--- config.mk ---
export PLATFORM = sky130hd
export DESIGN_NAME = pwm_pulse_decoder
export DESIGN_NICKNAME = d
export VERILOG_FILES = /design/src/rtl/pwm_pkg.sv /design/src/rtl/us_tick_gen.sv /design/src/rtl/pwm_pulse_decoder.sv
export SDC_FILE = /design/constraint.sdc
export NUM_CORES = 1
export LEC_CHECK = 0
export CORE_AREA = 10 10 116 139
export DETAILED_ROUTE_END_ITERATION = 8
export DIE_AREA = 0 0 126 149
export HOLD_SLACK_MARGIN = 0.1
export SLEW_MARGIN = 20
export SYNTH_ARGS = -nofsm -noshare
export SYNTH_HDL_FRONTEND = slang
export SYNTH_HIERARCHICAL = 1
export SYNTH_SLANG_ARGS = --single-unit
--- constraint.sdc ---
create_clock -name clk -period 6.8 [get_ports clk]
set_clock_uncertainty 0.15 [all_clocks]
set_input_delay 1.36 -clock clk [delete_from_list [all_inputs] [get_ports clk]]
set_output_delay 1.36 -clock clk [all_outputs]
set_load 0.05 [all_outputs]
--- src/rtl/pwm_pkg.sv ---
// pwm_pkg: types and constants shared by the servo PWM generator and decoder.
package pwm_pkg;
   typedef enum logic [1:0] {ARM, WAIT_RISE, HIGH} pwm_dec_state_t;
   localparam int PWM_MIN_US    = 1000;
   localparam int PWM_MAX_US    = 2000;
   localparam int PWM_PERIOD_US = 20000;
   function automatic int cycles_per_us(input int clk_hz);
      return clk_hz / 1_000_000;
   endfunction
endpackage

--- src/rtl/us_tick_gen.sv ---
// us_tick_gen: microsecond prescaler with synchronous restart; us_tick marks the wrap cycle.
module us_tick_gen
   import pwm_pkg::*;
#(
   parameter int DIV = cycles_per_us(50_000_000)
) (
   input  logic clk,
   input  logic reset_n,
   input  logic restart,
   output logic us_tick
);
   localparam int W = $clog2(DIV);
   localparam logic [W-1:0] LAST = W'(DIV - 1);
   logic [W-1:0] cnt;
   assign us_tick = cnt == LAST;
   always_ff @(posedge clk)
      cnt <= (!reset_n || restart || us_tick) ? '0 : cnt + W'(1);
endmodule

--- src/rtl/pwm_pulse_decoder.sv ---
// pwm_pulse_decoder: measures servo PWM high time and rise-to-rise period in whole
// microseconds, flagging out-of-range widths and a silent line.
module pwm_pulse_decoder
   import pwm_pkg::*;
#(
   parameter int CLK_HZ      = 50_000_000,
   parameter int MIN_US      = PWM_MIN_US,
   parameter int MAX_US      = PWM_MAX_US,
   parameter int TIMEOUT_US  = 25000,
   parameter int SYNC_STAGES = 2
) (
   input  logic        clk,
   input  logic        reset_n,
   input  logic        pwm_in,
   output logic [15:0] width_us,
   output logic [15:0] period_us,
   output logic        sample_stb,
   output logic        valid,
   output logic        out_of_range,
   output logic        timeout
);
   localparam int DIV = cycles_per_us(CLK_HZ);
   localparam logic [15:0] LO      = 16'(MIN_US);
   localparam logic [15:0] HI      = 16'(MAX_US);
   localparam logic [15:0] TO_LAST = 16'(TIMEOUT_US - 1);

   function automatic logic [15:0] sat_inc(input logic [15:0] v, input logic t);
      return (t && v != 16'hFFFF) ? v + 16'd1 : v;
   endfunction

   pwm_dec_state_t state;
   logic [SYNC_STAGES-1:0] sync;
   logic s_q, rise, fall, us_tick, prev_rise, idle_hit, oor_now;
   logic [15:0] hi_us, per_us, idle_us, hi_now, per_now;

   us_tick_gen #(.DIV(DIV)) u_tick (
      .clk     (clk),
      .reset_n (reset_n),
      .restart (rise | fall),
      .us_tick (us_tick)
   );

   // A tick landing on the closing edge still belongs to the interval being closed.
   assign hi_now   = sat_inc(hi_us, us_tick);
   assign per_now  = sat_inc(per_us, us_tick);
   assign oor_now  = (hi_now < LO) || (hi_now > HI);
   assign idle_hit = us_tick && idle_us == TO_LAST && !(rise || fall);

   // Left unreset so a line already high at reset release is seen as high, not as a rise.
   always_ff @(posedge clk) begin
      sync <= {sync[SYNC_STAGES-2:0], pwm_in};
      s_q  <= sync[SYNC_STAGES-1];
   end

   always_ff @(posedge clk) begin
      if (!reset_n) begin
         rise         <= 1'b0;
         fall         <= 1'b0;
         state        <= ARM;
         prev_rise    <= 1'b0;
         hi_us        <= '0;
         per_us       <= '0;
         idle_us      <= '0;
         width_us     <= '0;
         period_us    <= '0;
         sample_stb   <= 1'b0;
         valid        <= 1'b0;
         out_of_range <= 1'b0;
         timeout      <= 1'b0;
      end else begin
         rise       <= sync[SYNC_STAGES-1] & ~s_q;
         fall       <= ~sync[SYNC_STAGES-1] & s_q;
         sample_stb <= 1'b0;
         hi_us      <= rise ? '0 : (state == HIGH ? hi_now : hi_us);
         per_us     <= rise ? '0 : per_now;
         idle_us    <= (rise || fall) ? '0 : sat_inc(idle_us, us_tick);
         case (state)
            ARM: if (!s_q) state <= WAIT_RISE;
            WAIT_RISE: begin
               if (rise) begin
                  state     <= HIGH;
                  prev_rise <= 1'b1;
                  if (prev_rise) period_us <= per_now;
               end else if (idle_hit) begin
                  timeout   <= 1'b1;
                  valid     <= 1'b0;
                  prev_rise <= 1'b0;
               end
            end
            HIGH: begin
               if (fall) begin
                  state        <= WAIT_RISE;
                  width_us     <= hi_now;
                  sample_stb   <= 1'b1;
                  out_of_range <= oor_now;
                  valid        <= !oor_now;
                  timeout      <= 1'b0;
               end else if (idle_hit) begin
                  state   <= ARM;
                  timeout <= 1'b1;
                  valid   <= 1'b0;
               end
            end
            default: state <= ARM;
         endcase
      end
   end
endmodule
### After elaboration in Yosys (flattened, before gate mapping)

Index checks and enable logic that the tools add are counted.

* bits in registers: 98
* input port bits: 3

* equality and inequality tests: 11
* muxes and demuxes: 18
* $add $sub $neg: 4
* bitwise operators: 6
* order comparisons: 2
* reduce and logical (&&, ||, !) cells: 23

Operators with widths (count)
* $add A16 B1 Y16 const B: 3
* $ne A16 B16 Y1 const B: 3
* $mux W16: 2
* $eq A16 B15 Y1 const B: 1
* $gt A16 B11 Y1 const B: 1
* $lt A16 B10 Y1 const B: 1
* $mux W1: 9
* $mux W2: 4
* $reduce_and A2 Y1: 4
* $add A6 B1 Y6 const B: 1
* $eq A6 B6 Y1 const B: 1
* $ne A2 B2 Y1 const B: 3
* $pmux W2 S3: 1
* $reduce_and A3 Y1: 2
* $logic_and A1 B1 Y1: 5
* $logic_or A1 B1 Y1: 4
* $pmux W1 S2: 2
* $reduce_bool A2 Y1: 2
* $reduce_or A2 Y1: 2
* $logic_not A1 Y1: 3
* $ne A3 B3 Y1 const B: 1
* $not A1 Y1: 3
* $and A1 B1 Y1: 2
* $eq A2 B1 Y1 const B: 1
* 3 further kinds: 3

### Longest topological paths before layout

Gate-level depths: netlist of run 1.

* depth after elaboration: 8
* gate-level depth with buffers: 13
* gate-level depth less buffers: 11

### By module

Netlist of run 1, hierarchy kept.

By module, submodules not included
* pwm_pulse_decoder: cells each 504, sequential area each 1841.8 µm², times used 1, area each 4312.9 µm²
* us_tick_gen: cells each 27, sequential area each 120.1 µm², times used 1, area each 256.5 µm²

### Worst setup path after synthesis of run 1

OpenSTA, ideal clock, no wires.

* path kind: reg-to-reg
* start: reg u_tick.cnt[0]
* end: reg out_of_range
* stages on the path, launching flop included: 13
* arrival time: 2.461 ns
* period minus slack after synthesis: 2.725 ns
* data required time: 6.536 ns
* path slack: 4.075 ns
* cell sequence: dfxtp_1 -> ha_1 -> nand4b_1 -> nor2_1 -> nand4_4 -> or2_0 -> clkbuf_2 -> or2_0 -> buf_6 -> a2111oi_4 -> o2111a_2 -> a31oi_1 -> a21o_1

* longest elaborated chain between the ends: 5
* elaborated cells on any way between the ends: 6
* those cells by class: order compare: 2; eq/ne: 1; mux: 1; reduce/logical: 2

Ends and longest elaborated chain
* start: declaration: line us_tick_gen.sv:14 `logic [W-1:0] cnt;`
* start signal: assignment: line us_tick_gen.sv:17 `cnt <= (!reset_n || restart || us_tick) ? '0 : cnt + W'(1);`
* $eq A6 B6 Y1 (*): line us_tick_gen.sv:15 `assign us_tick = cnt == LAST;`
* via us_tick: line pwm_pulse_decoder.sv:33 `logic s_q, rise, fall, us_tick, prev_rise, idle_hit, oor_now;`
* $logic_and A1 B1 Y1 (*): line pwm_pulse_decoder.sv:28 `return (t && v != 16'hFFFF) ? v + 16'd1 : v;`
* $mux W16 (*): line pwm_pulse_decoder.sv:28
* $lt A16 B10 Y1 or $gt A16 B11 Y1 (tied branches): line pwm_pulse_decoder.sv:46 `assign oor_now = (hi_now < LO) || (hi_now > HI);`
* $logic_or A1 B1 Y1 (*): line pwm_pulse_decoder.sv:46
* end signal: assignment: line pwm_pulse_decoder.sv:95 `out_of_range <= oor_now;`
* end: declaration: line pwm_pulse_decoder.sv:19 `output logic out_of_range,`

The timed path passes the listed nets; every way through them passes the cells marked *.
A chain may end at the register's enable or synchronous reset.

### Worst setup path in the final report of run 1

Ends and elaborated chain as after synthesis.

==> run metrics, run 1 <==
status=finished, final reports clean; Port Buffer Count=38; headroom to the max-slew limit=39.2%; Worst Path Max Fanout=12; main area contributors after synthesis=dfxtp_1, nor2_1, xnor2_1; HPWL Detailed=7520 µm; switching share of power=21.9%; GRT Total Usage=11.6%; total core area=13500 µm²; I/O pins=39; Switching Power=0.236 mW; Setup Viol. Count Final=0; MaxCap Viol Count=0; initial antenna violation count=0; Unique masters post-synth=55; nets@finish=560; hold_buf cts=0; First-pass DRT Iterations=4; clock latency on the worst-skew pair=340 ps; register area share after synthesis=42.9%; Synth top cells by count=dfxtp_1, nor2_1, nand2_1; combinational power share=2.3%; Synth top area share=42.9%; Yosys reg bits=98; critical path class=flop to flop; Initial Utilization=33.8%; DRT Wirelength=10600 µm; Synth Area per Inst=8.61 µm²; unrepaired setup endpoints after global routing=false; Max Slew Vio Count=0; syn_nets=539; die span in x=126 µm; P_int=0.842 mW; WP data arrival=3230 ps; Via density=5.17; Vias=3755; layout cell share with drive strength beyond 1=6.29%; CTS H-tree depth=3; period utilization=46.1%; GPL Wtd Cong=0.843; Post-synth EDFFs=0; wire length per cell=14.5 µm; largest area contributor in the netlist=dfxtp_1; Crit. End Element=flop; pwr/cell area=203 nW/µm²; Layout Utilization=39.3%; Required @ worst endpoint=6890 ps; Layout area overhead=16.2%; post-CTS sizing=0; Clock Tree Root=clkbuf_16; area of the multi-input gates=2420 µm²; Lkg Pwr=1.89 nW; most frequent cell after synthesis=dfxtp_1; total gr overflow=0; synthesized area=4570 µm²; Fin. Hold Viols=0; violation count after the first detailed-route iteration=211; vias in the first global route=3736; # fillers=1373; clock group share of total power=43.7%; number of post-CTS setup repair buffers=0; Clock Tree Buf Depth=2; ys flop type=dfxtp_1; synth warn=6; Max Clk Rate=319 MHz; Design Area, Final=5310 µm²; Synth async-reset ratio=0%; CTS sink count=98; largest net degree at the start of global routing=44; Die ar.=18800 µm²; min Tclk post-route=3130 ps; DRC Markers=0; Hold WC Path Type=flop to flop; global-route wire length before repair=18400 µm; Antenna Nets Post-Route=0; Flop pwr share=54.0%; Worst Tran Pin Value=912 ps; Post-DP Area=5040 µm²; CTS Buf Count=9; type of origin of the critical path=flop; row count=47; die height=149 µm; Antenna Diode Count=0; Syn Inst Count=531; Setup TNS Final=0 ps; clock-pin slew on the worst setup and hold paths=70 ps; CTS tree=yes; maximum vdd drop=0.124 mV; Reg area=1960 µm²
logic make-up after synthesis:
| family | synth area share, % |
|---|---|
| AO/OA/AOI/OAI | 14.7 |
| XOR/XNOR | 9.39 |
| adder cells (fa/ha/maj) | 1.37 |
| buffers and inverters | 4.11 |
| flip-flops | 42.9 |
| multiplexers | 0.876 |
| AND/OR/NAND/NOR | 26.6 |
per-stage QoR:
stage	setup WS, ps	cells	total power, mW	hold WS, ps
floorplan	4070	531	0.612	160
global placement	3650	712	0.619	171
detailed placement	3630	712	0.620	168
CTS	3670	727	1.09	184
global route	3460	727	1.12	193
finish	3670	727	1.08	182
sequential cells by signal, summed over array words and instances, names as in the netlist:
name          count
sample_stb        1
s_q               1
valid             1
hi_us            16
sync              2
fall              1
idle_us          16
state             2
width_us         16
timeout           1
period_us        16
rise              1
prev_rise         1
per_us           16
out_of_range      1
u_tick/cnt        6
power by group through the flow:
stage               logic (mW)  registers (mW)  clock network [mW]
floorplan               0.0168           0.595                   0
global placement        0.0244           0.594                   0
detailed placement      0.0254           0.595                   0
CTS                     0.0256           0.582               0.482
global route            0.0282           0.582               0.511
finish                  0.0251           0.582               0.471
critical path, cell delays in order, from the launching register on:
cell and delay (ps):
dfxtp_1 400, ha_1 180, nand4b_1 130, nor2_1 110, buf_4 200, nand4_4 170
or2_0 360, or2_0 420, a2111oi_4 400, o2111a_2 250, a31oi_1 90, a21o_1 160
path summary, 6_finish.rpt:
path | startpoint | depth (start not counted) | slack (ps) | end
max | u_tick/cnt[0] | 11 | 3670 | out_of_range
min | sync[0] | 0 | 180 | sync[1]
min reg2reg | sync[0] | 0 | 180 | sync[1]
max reg2reg | u_tick/cnt[0] | 11 | 3670 | out_of_range
cell usage in the layout (no fill, tap or decap), types with 4 or more instances in the layout:
master,netlist,final
dfxtp_1,98,98
nor2_1,69,69
nand2_1,40,40
clkdlybuf4s50_1,0,38
o21ai_0,35,35
xnor2_1,26,26
a21oi_1,26,26
nand3_1,25,25
xor2_1,23,23
nand4_1,19,19
nor3_1,17,17
or3_1,11,11
o211a_1,11,11
inv_1,9,9
clkbuf_16,0,9
and2_1,8,8
and4_1,6,6
a21boi_0,6,6
nor4_1,5,5
ha_1,5,5
nor2b_1,4,4
nand2b_1,4,4
mux2i_1,4,4
and3_1,4,4
buf_4,1,4
metal layers:
metal | track usage (%) | part of all wire, % | vias up
met3 | 3.59 | 4.9 | 13
met4 | 4.85 | 2.0 | 0
met1 | 14.1 | 45 | 1777
li1 | - | - | 1903
met2 | 18.6 | 48 | 62
met5 | 0 | 0 | -
final cells by class:
cell class | count | area share [%]
Clock buffer | 11 | 4.57
Clock inverter | 4 | 0.542
Inverter | 9 | 0.636
Multi-Input combinational cell | 392 | 45.6
Sequential cell | 98 | 36.9
Tap cell | 171 | 4.03
Timing Repair Buffer | 42 | 7.73
Note: power is estimated with default switching activity, not from simulation.
==> inputs of run 2 (changes only) <==
==> constraint.sdc (replaced) <==
create_clock -name clk -period 3.13 [get_ports clk]
set_clock_uncertainty 0.15 [all_clocks]
set_input_delay 0.626 -clock clk [delete_from_list [all_inputs] [get_ports clk]]
set_output_delay 0.626 -clock clk [all_outputs]
set_load 0.05 [all_outputs]
==> run metrics, run 2 (synthesis results as in run 1) <==
status=finished, final reports clean; clock-pin slew on the worst setup and hold paths=70 ps (about the same); critical path class=flop to flop; row count=47 (unchanged); number of post-CTS setup repair buffers=0 (unchanged); global-route wire length before repair=18100 µm (-1.5%); Required @ worst endpoint=3230 ps (-3660 ps); R2R Setup Slk=250 ps (-3420 ps); GRT Total Usage=11.5% (-0.12 points); area of the multi-input gates=2430 µm² (+0.52%); DRT Wirelength=10700 µm (+0.81%); wire length per cell=14.5 µm (-0.55%); WP data arrival=2980 ps (-250 ps); Cell Chain, Critical Path=ha_1 -> nand4b_1 -> nor2_4 -> nand4_1 -> or3_4 -> or3_1 -> a21oi_2 -> a2bb2oi_1 -> a31oi_1 -> a21o_1; largest net degree at the start of global routing=33 (-25%); initial antenna violation count=0 (unchanged); I/O pins=39 (unchanged); hold_buf cts=0 (unchanged); CTS H-tree depth=3 (unchanged); CTS Buf Count=9 (unchanged); Setup Viol. Count Final=0 (unchanged); Max Slew Vio Count=0 (unchanged); Via density=5.13 (-0.75%); violation count after the first detailed-route iteration=244 (+16%); headroom to the max-slew limit=39.4% (+0.26 points); Antenna Diode Count=0 (unchanged); period utilization=92.0% (+46 points); die span in x=126 µm (unchanged); die height=149 µm (unchanged); Vias=3778 (+0.61%); Hold Path End=sync[1]; worst hold path depth=0 (unchanged); reg-to-reg startpoint=u_tick/cnt[0]; Worst Tran Pin Value=909 ps (-3.86 ps); layout cell share with drive strength beyond 1=8.48% (+2.2 points); # fillers=1367 (-0.44%); total core area=13500 µm² (unchanged); min Tclk post-route=2880 ps (-253 ps); unrepaired setup endpoints after global routing=false; Antenna Nets Post-Route=0 (unchanged); Clock Tree Buf Depth=2 (unchanged); total gr overflow=0 (unchanged); pre-CTS WS=88.4 ps (-3550 ps); Hold WC Path Type=flop to flop; Slowest-stage cell, CP=or3_4; largest stage delay on the critical path=440 ps (+20 ps); MaxCap Viol Count=0 (unchanged); Initial Utilization=33.8% (unchanged); maximum vdd drop=0.234 mV (+88%); type of origin of the critical path=flop; CTS sink count=98 (unchanged); Clock Tree Root=clkbuf_16; Fin. Hold Viols=0 (unchanged); CTS tree=yes; Setup TNS Final=0 ps (unchanged); Worst Path Max Fanout=7 (-5); clock latency on the worst-skew pair=350 ps (about the same); Hold Crit Start=sync[0]; Die ar.=18800 µm² (unchanged); GPL Wtd Cong=0.881 (+4.5%); worst r2r dst=out_of_range; vias in the first global route=3773 (+0.99%); Port Buffer Count=38 (unchanged); setup ws final=250 ps (-3420 ps); Crit. End Element=flop; Max Clk Rate=347 MHz (+8.8%); largest delay contributor family on the critical path=simple AND/OR/NAND/NOR gates; post-CTS sizing=0 (unchanged); Layout area overhead=18.8%; Reg2Reg Depth=10 (-1); HPWL Detailed=7820 µm (+3.9%); most frequent cells in the layout=dfxtp_1, nor2_1, nand2_1; First-pass DRT Iterations=4 (unchanged); CP bufs+invs=0 (-1); Reg area=1960 µm² (unchanged); nets@finish=569 (+1.6%); DRC Markers=0 (unchanged); most common cell after layout, fill and taps aside=dfxtp_1; Lkg Pwr=1.96 nW (+3.4%); pwr/cell area=454 nW/µm² (+120%)
[run 2: cell type report]
type / count / share of cell area (%)
timing repair buffer: 51 / 8.81
clock inverter: 7 / 1.52
multi-input combinational: 392 / 44.8
clock buffer: 9 / 4.15
tap: 171 / 3.94
inverter: 9 / 0.622
sequential: 98 / 36.1
[run 2: worst reg2reg max path, delay by kind of cell, from the launching register on]
family / cells / cell delay [ps]
simple gates: 5 / 1340
compound gates: 4 / 710
fa+ha+maj: 1 / 180
flops: 1 / 400
[run 2: per-layer routing]
metal  vias to the layer above  track usage [%]  part of all wire [%]
li1                       1914                -                     -
met1                      1780             13.4                    45
met2                        71             19.3                    48
met3                        13             2.95                   5.3
met4                         0             5.42                   2.0
met5                         -                0                     0
[run 2: worst max-delay path by stage]
stage | from | to | slack, ps | cells past startpoint
finish | u_tick/cnt[0] | out_of_range | 250 | 10
global route | u_tick/cnt[0] | out_of_range | 60 | 10
CTS | u_tick/cnt[0] | out_of_range | 70 | 10
detailed placement | u_tick/cnt[0] | out_of_range | 90 | 10
global placement | u_tick/cnt[0] | valid | 200 | 10
floorplan | u_tick/cnt[0] | out_of_range | 400 | 12
[run 2: stage by stage]
step / power [mW] / hold slack, ps / instances / area, µm² / util (%)
floorplan: 1.33 / 160 / 531 / 4570 / -
global route: 2.54 / 194 / 737 / 5430 / 40.1
finish: 2.46 / 183 / 737 / 5430 / 40.1
CTS: 2.50 / 189 / 737 / 5420 / 40.0
detailed placement: 1.35 / 172 / 721 / 5110 / 37.8
global placement: 1.35 / 172 / 721 / 5110 / 37.8
[run 2: report_power, final]
part	internal (mW)	switching (mW)	leakage [nW]
sequential	1.25	0.00856	0.791
combinational	0.0189	0.0366	1.02
clock	0.634	0.511	0.145
total	1.91	0.556	1.96
==> inputs of run 3 (changes only) <==
--- a/config.mk
+++ b/config.mk
@@ -9,6 +9,7 @@
 export DETAILED_ROUTE_END_ITERATION = 8
 export DIE_AREA = 0 0 126 149
 export HOLD_SLACK_MARGIN = 0.1
+export PLACE_DENSITY = 0.62
 export SLEW_MARGIN = 20
 export SYNTH_ARGS = -nofsm -noshare
 export SYNTH_HDL_FRONTEND = slang
==> run metrics, run 3 (synthesis results as in run 1) <==
I/O pins=39 (unchanged); DRT Wirelength=10700 µm (+0.54%); initial antenna violation count=0 (unchanged); type of origin of the critical path=flop; Worst Path Max Fanout=7 (unchanged); headroom to the max-slew limit=34.9% (-4.5 points); Clock Tree Root=clkbuf_16; Hold WC Path Type=flop to flop; CTS tree=yes; min Tclk post-route=2940 ps (+59.3 ps); largest net degree at the start of global routing=33 (unchanged); wire length per cell=14.5 µm (+0.41%); Pwr Total=2.59 mW (+4.9%); CTS sink count=98 (unchanged); CTS H-tree depth=3 (unchanged); MaxCap Viol Count=0 (unchanged); Crit. End Element=flop; Antenna Diode Count=0 (unchanged); Via density=5.13 (about the same); Layout Utilization=40.5% (+0.33 points); Setup Viol. Count Final=0 (unchanged); most common cell after layout, fill and taps aside=dfxtp_1; Clock Tree Buf Depth=2 (unchanged); Port Buffer Count=38 (unchanged); clock-pin slew on the worst setup and hold paths=70 ps (about the same); nets@finish=571 (+0.35%); Layout area overhead=19.8%; status=finished, final reports clean; die height=149 µm (unchanged); most frequent cells in the layout=dfxtp_1, nor2_1, nand2_1; Max Clk Rate=340 MHz (-2.0%); pwr/cell area=472 nW/µm² (+4.1%); Setup TNS Final=0 ps (unchanged); critical path class=flop to flop; unrepaired setup endpoints after global routing=false; Die ar.=18800 µm² (unchanged); HPWL Detailed=7840 µm (+0.32%); CTS Buf Count=9 (unchanged); Max Slew Vio Count=0 (unchanged); Reg2Reg Depth=10 (unchanged); worst hold path depth=0 (unchanged); Antenna Nets Post-Route=0 (unchanged); Lkg Pwr=1.99 nW (+1.6%); Fin. Hold Viols=0 (unchanged); die span in x=126 µm (unchanged); GRT Total Usage=11.6% (+0.11 points); clock latency on the worst-skew pair=350 ps (about the same); period utilization=93.9% (+1.9 points); layout cell share with drive strength beyond 1=8.64% (+0.16 points); WP data arrival=3030 ps (+50 ps); total gr overflow=0 (unchanged); hold_buf cts=0 (unchanged); vias in the first global route=3758 (-0.40%); global-route wire length before repair=18300 µm (+1.1%); Vias=3786 (+0.21%); Post-DP Area=5120 µm² (+0.29%); row count=47 (unchanged); maximum vdd drop=0.285 mV (+22%); Initial Utilization=33.8% (unchanged); R2R Setup Slk=190 ps (-60 ps); violation count after the first detailed-route iteration=152 (-38%); Design Area, Final=5470 µm² (+0.83%); First-pass DRT Iterations=4 (unchanged); Worst Tran Pin Value=976 ps (+67.5 ps); GPL Wtd Cong=0.844 (-4.3%); hold_ws=185 ps (+2.14 ps); DRC Markers=0 (unchanged); total core area=13500 µm² (unchanged); Required @ worst endpoint=3220 ps (about the same)
## run 3: cell count changes in the layout (fill, tap and decap cells not counted), sizes merged
cell,change
buf,+2
bufinv,+2
clkinv,+1
clkinvlp,-2
inv,-2
## run 3: what timing repair did
item	4_1_cts	5_1_grt
resized for setup	0	3
setup endpoints to repair	0	5
buffers inserted	0	0
## run 3: worst paths after layout
| kind | start | endpoint |
|---|---|---|
| worst min register to register | sync[0] | sync[1] |
| worst min-delay path | sync[0] | sync[1] |
| worst max register to register | u_tick/cnt[0] | out_of_range |
| worst max-delay path | u_tick/cnt[0] | out_of_range |
## run 3: metal layers
| metal | vias up | part of all wire (%) | wire length [µm] | track usage [%] |
|---|---|---|---|---|
| li1 | 1917 | - | - | - |
| met1 | 1792 | 46 | 4930 | 13.7 |
| met2 | 60 | 48 | 5180 | 19.8 |
| met3 | 17 | 3.8 | 408 | 2.35 |
| met4 | 0 | 1.9 | 201 | 5.19 |
| met5 | - | 0 | 0 | 0 |
## run 3: cell type report
class / instances / area [µm²]
repair buffers: 53 / 493
flip-flops and latches: 98 / 1960
multi-input cells: 392 / 2430
clock inverters: 6 / 113
clock buffers: 9 / 225
well taps: 171 / 214
inverters: 9 / 33.8
fillers: 1371 / 8050
## run 3: power by group
group | switching [mW] | total, mW | internal [mW]
sequential | 0.00839 | 1.26 | 1.26
combinational | 0.0371 | 0.0559 | 0.0188
clock | 0.485 | 1.27 | 0.781
total | 0.531 | 2.59 | 2.05
## run 3: through the flow
stage | cells | setup slack, ps
2_1_floorplan | 531 | 405
3_3_place_gp | 723 | 175
3_5_place_dp | 723 | 89.1
4_1_cts | 738 | 56.7
5_1_grt | 738 | 24.2
6_report | 738 | 191
## run 3: critical path, cell delays in order, from the launching register on
cell and delay, ps:
dfxtp_1 400, ha_1 180, nand4b_1 180, nor2_4 210, nand4_4 170, or2_0 360
or3_2 480, xnor2_1 180, a2bb2oi_1 240, a31oi_1 120, a21o_1 160
